File: src/rtl/ro_edge_meter.sv
// Ring-oscillator edge meter: counts synchronized rising edges of ro_in over a gate window
// and holds the count behind a valid/ready handshake. Optional prescaler: RO_EDGE_METER_PRESCALE_EN.
module ro_edge_meter #(
    parameter int CNT_W       = 8,
    parameter int SYNC_STAGES = 2
) (
    input  logic             clk,
    input  logic             rst,
    input  logic             start,
    input  logic [7:0]       gate_len,
    input  logic             ro_in,
    output logic             busy,
    output logic [CNT_W-1:0] result,
    output logic             result_valid,
    input  logic             result_ready,
    output logic             overflow
);

    typedef enum logic [1:0] {
        IDLE,
        ARM,
        MEASURE,
        HOLD
    } state_t;

    localparam int ARM_W = $clog2(SYNC_STAGES + 1);
    localparam logic [CNT_W-1:0] CNT_MAX = '1;

    logic ro_src;

`ifdef RO_EDGE_METER_PRESCALE_EN
    // Divide-by-4 ripple chain runs in the oscillator domain so ro_in may exceed clk/2.
    logic div0_q, div0_d;
    logic div1_q, div1_d;

    assign div0_d = ~div0_q;
    assign div1_d = ~div1_q;

    always_ff @(posedge ro_in or posedge rst) begin
        if (rst) div0_q <= 1'b0;
        else     div0_q <= div0_d;
    end

    always_ff @(negedge div0_q or posedge rst) begin
        if (rst) div1_q <= 1'b0;
        else     div1_q <= div1_d;
    end

    assign ro_src = div1_q;
`else
    assign ro_src = ro_in;
`endif

    logic [SYNC_STAGES-1:0] sync_q, sync_d;
    logic                   hist_q, hist_d;
    logic                   edge_seen;

    assign sync_d    = {sync_q[SYNC_STAGES-2:0], ro_src};
    assign hist_d    = sync_q[SYNC_STAGES-1];
    assign edge_seen = sync_q[SYNC_STAGES-1] & ~hist_q;

    state_t           state_q, state_d;
    logic [8:0]       gate_cnt_q, gate_cnt_d;
    logic [ARM_W-1:0] arm_cnt_q, arm_cnt_d;
    logic [CNT_W-1:0] count_q, count_d;
    logic             sat_q, sat_d;
    logic [CNT_W-1:0] result_q, result_d;
    logic             result_valid_q, result_valid_d;
    logic             overflow_q, overflow_d;
    logic             busy_q, busy_d;

    always_comb begin
        state_d        = state_q;
        gate_cnt_d     = gate_cnt_q;
        arm_cnt_d      = arm_cnt_q;
        count_d        = count_q;
        sat_d          = sat_q;
        result_d       = result_q;
        result_valid_d = result_valid_q;
        overflow_d     = overflow_q;

        case (state_q)
            IDLE: begin
                if (start) begin
                    state_d    = ARM;
                    gate_cnt_d = (gate_len == 8'd0) ? 9'd256 : {1'b0, gate_len};
                    arm_cnt_d  = ARM_W'(SYNC_STAGES - 1);
                    count_d    = '0;
                    sat_d      = 1'b0;
                end
            end
            ARM: begin
                if (arm_cnt_q == '0) state_d = MEASURE;
                else                 arm_cnt_d = arm_cnt_q - ARM_W'(1);
            end
            MEASURE: begin
                if (edge_seen) begin
                    if (count_q == CNT_MAX) sat_d = 1'b1;
                    else                    count_d = count_q + CNT_W'(1);
                end
                gate_cnt_d = gate_cnt_q - 9'd1;
                // The final cycle's edge is folded in by forwarding the next-state count.
                if (gate_cnt_q == 9'd1) begin
                    state_d        = HOLD;
                    result_d       = count_d;
                    overflow_d     = sat_d;
                    result_valid_d = 1'b1;
                end
            end
            HOLD: begin
                if (result_ready) begin
                    state_d        = IDLE;
                    result_valid_d = 1'b0;
                end
            end
            default: state_d = IDLE;
        endcase

        busy_d = (state_d != IDLE);
    end

    always_ff @(posedge clk or posedge rst) begin
        if (rst) begin
            sync_q         <= '0;
            hist_q         <= 1'b0;
            state_q        <= IDLE;
            gate_cnt_q     <= '0;
            arm_cnt_q      <= '0;
            count_q        <= '0;
            sat_q          <= 1'b0;
            result_q       <= '0;
            result_valid_q <= 1'b0;
            overflow_q     <= 1'b0;
            busy_q         <= 1'b0;
        end else begin
            sync_q         <= sync_d;
            hist_q         <= hist_d;
            state_q        <= state_d;
            gate_cnt_q     <= gate_cnt_d;
            arm_cnt_q      <= arm_cnt_d;
            count_q        <= count_d;
            sat_q          <= sat_d;
            result_q       <= result_d;
            result_valid_q <= result_valid_d;
            overflow_q     <= overflow_d;
            busy_q         <= busy_d;
        end
    end

    assign busy         = busy_q;
    assign result       = result_q;
    assign result_valid = result_valid_q;
    assign overflow     = overflow_q;

endmodule

File: config.mk
export PLATFORM = sky130hd
export DESIGN_NAME = ro_edge_meter
export DESIGN_NICKNAME = d
export VERILOG_FILES = /design/src/rtl/ro_edge_meter.sv
export SDC_FILE = /design/constraint.sdc
export NUM_CORES = 1
export LEC_CHECK = 0
export CORE_MARGIN = 2
export CORE_UTILIZATION = 59
export CTS_CLUSTER_DIAMETER = 150
export DETAILED_ROUTE_END_ITERATION = 16
export GPL_TIMING_DRIVEN = 0
export PLACE_DENSITY = 0.81
export SLEW_MARGIN = 30
export SYNTH_ARGS = -nofsm -noshare
export SYNTH_HDL_FRONTEND = slang
export SYNTH_SLANG_ARGS = --single-unit
export TNS_END_PERCENT = 5
File: constraint.sdc
create_clock -name clk -period 6.2 [get_ports clk]
set_clock_uncertainty 0.15 [all_clocks]
set_input_delay 0.62 -clock clk [delete_from_list [all_inputs] [get_ports clk]]
set_output_delay 0.62 -clock clk [all_outputs]
set_load 0.01 [all_outputs]
==> out/qor.yml <==
min_path_cells: 0
dp.cells: 285
post_cts_buffers: 0
io_buffers: 23
placementRows: 21
clk_pin_slew_ns: 0.10
cts_buffer_depth: 2
yosys_warnings: 0
cts-buffers-inserted: 5
tritoncts: "built"
synthArstFlopShare: 1.00
max-cap-violations: 0
htreeDepth: 2
stdcell_count: 293
diodes: 0
min_path_type: "flop to flop"
wirelength_um: 4350
drc: 0
ys_ff_latch: 36
cpMaxStageDelayCell: "dfrtp_1"
cts_sinks: 36
gp_congestion: 0.936
peakVddDrop_v: 0.000308
gr-total-overflow: 0
rsz0062_at_grt: "false"
outcome: "completed"
fmax_mhz: 452
worst_pin_slew_ns: 0.743
synth_cell_types: 49
start_kind: "flop"
die_w_um: 62.3
grt_pass1_wl_um: 7650
synthFlopType: "dfrtp_1"
critPathKind: "flop to flop"
r2r_cells: 5
r2r-start: "count_q[0]$_DFFE_PP0P_"
vias: 1749
fin_nets: 263
area_delta_synth_final_pct: 18.2
cellPowerDensity_mw_per_mm2: 369
min-delay-start: "sync_q[0]$_DFF_PP0_"
cp_data_arrival_time_ns: 2.29
hpwl_um: 3120
post_drt_wl_per_cell_um: 14.8
slew_viol_final: 0
initial_core_util: 0.606
cts_resized: 0
slew_headroom: 0.504
coreArea_mm2: 0.00331
drive_gt1_frac: 0.101
avgViaCountPerCell: 5.97
whs_endpoint: "sync_q[1]$_DFF_PP0_"
period_share: 0.357
drt_iter0_drc: 143
syn_area_mm2: 0.00201
grt_max_degree: 37
crit_required_ns: 6.28
hold_viol: 0
ant_nets: 0
ys_seq_area_frac: 0.449
crit_path_end_kind: "flop"
reg2reg_slack_ns: 3.99
drt_first_pass_iters: 5
worstReg2RegEnd: "result[1]$_DFFE_PP0P_"
die_h_um: 62.3
p_leak_nw: 0.965
grt_util_all_layers: 0.250
finalSetupViolations: 0
syn_area_per_cell_um2: 9.29
period_minus_slack_ns: 2.21
antenna_found_initial: 0
cts_hold_buf: 0
crit_chain: "ha_1, nand4_1, o21ai_2, mux2_2, mux2_1"
root_buffer: "clkbuf_4"
synth_enable_flop_cells: 0
die_area_mm2: 0.00388
setup-tns-final_ns: 0
cp_max_fo: 6
grt_pass1_vias: 1613
synth_nets: 233
slowest_delay_ns: 0.45
postSynthCellCount: 216
top_level_ports: 24
clkLatencyLatePin_ns: 0.35
kinds of logic after synthesis:
logic type	count (synthesis)	synth area share
multiplexers	9	0.0474
AND/OR/NAND/NOR	82	0.231
buffers and inverters	24	0.0536
AO/OA/AOI/OAI	60	0.189
XOR/XNOR	1	0.00437
adder cells (fa/ha/maj)	4	0.0250
flip-flops	36	0.449
flip-flops by register name, summed over array words and instances (netlist names):
register      cells
hist_q            1
arm_cnt_q         2
sat_q             1
count_q           8
result_valid      1
busy              1
gate_cnt_q        9
result            8
sync_q            2
state_q           2
overflow          1
layer usage:
metal,vias up,share of wire,GRT usage
met3,6,0.062,0.0562
met4,0,0.014,0.0944
li1,857,-,-
met5,-,0,0
met1,816,0.48,0.358
met2,70,0.44,0.372
power breakdown:
group          leakage [nW]  switching, mW  internal, mW
sequential            0.461         0.0587         0.292
combinational         0.462          0.210         0.151
clock                0.0422         0.0781        0.0845
through the flow:
step | util | worst slack [ns] | hold slack [ns] | power (mW) | area [um^2]
finish | 0.716 | 3.99 | 0.209 | 0.875 | 2370
global route | 0.716 | 3.81 | 0.230 | 0.942 | 2370
CTS | 0.716 | 3.99 | 0.215 | 0.877 | 2370
detailed placement | 0.693 | 3.73 | 0.190 | 0.713 | 2290
global placement | 0.693 | 3.75 | 0.187 | 0.704 | 2290
floorplan | - | 4.21 | 0.181 | 0.615 | 2010
critical path: cells and delay by family (launching register included):
kind | cells | cell delay [ns]
flip-flops | 1 | 0.45
AND/OR/NAND/NOR | 1 | 0.25
adder cells (fa/ha/maj) | 1 | 0.27
multiplexers | 2 | 0.63
AO/OA/AOI/OAI | 1 | 0.35
worst max path at each step:
| stage | end | from |
|---|---|---|
| 3_5_place_dp | gate_cnt_q[7]$_DFFE_PP0P_ | start |
| 5_1_grt | result[1]$_DFFE_PP0P_ | count_q[0]$_DFFE_PP0P_ |
| 6_report | result[1]$_DFFE_PP0P_ | count_q[0]$_DFFE_PP0P_ |
| 3_3_place_gp | gate_cnt_q[7]$_DFFE_PP0P_ | start |
| 2_1_floorplan | result[1]$_DFFE_PP0P_ | count_q[0]$_DFFE_PP0P_ |
| 4_1_cts | result[1]$_DFFE_PP0P_ | count_q[0]$_DFFE_PP0P_ |
Yosys cell counts (all sizes together), types with 4 or more instances:
cell / n / share of area
dfrtp: 36 / 0.45
nand3: 9 / 0.022
ha: 4 / 0.025
and3: 4 / 0.012
a31oi: 5 / 0.016
nor2b: 6 / 0.019
a21oi: 19 / 0.047
nor3: 11 / 0.030
mux2i: 5 / 0.025
mux2: 4 / 0.022
buf: 9 / 0.026
o21ai: 13 / 0.034
clkbuf: 6 / 0.011
inv: 8 / 0.015
nor2: 11 / 0.021
o22ai: 7 / 0.022
nand2: 21 / 0.039
area by class of cell:
| type | instances | area (um^2) |
|---|---|---|
| Sequential cell | 36 | 901 |
| Tap cell | 46 | 57.6 |
| Timing Repair Buffer | 23 | 230 |
| Clock inverter | 2 | 35.0 |
| Inverter | 9 | 33.8 |
| Buffer | 15 | 73.8 |
| Fill cell | 267 | 941 |
| Clock buffer | 6 | 41.3 |
| Multi-Input combinational cell | 156 | 997 |
layout by cell type (no fill, tap or decap), drive strengths merged, types with 5 or more instances in the layout:
master / netlist / routed
o21ai: 13 / 13
inv: 8 / 8
nor2b: 6 / 6
a21oi: 19 / 19
dfrtp: 36 / 36
clkdlybuf4s50: 0 / 23
nand2: 21 / 21
nor3: 11 / 11
buf: 9 / 9
nand3: 9 / 9
o22ai: 7 / 7
a31oi: 5 / 5
nor2: 11 / 11
clkbuf: 6 / 12
mux2i: 5 / 5
No activity file was read; power rests on OpenSTA's default activity.
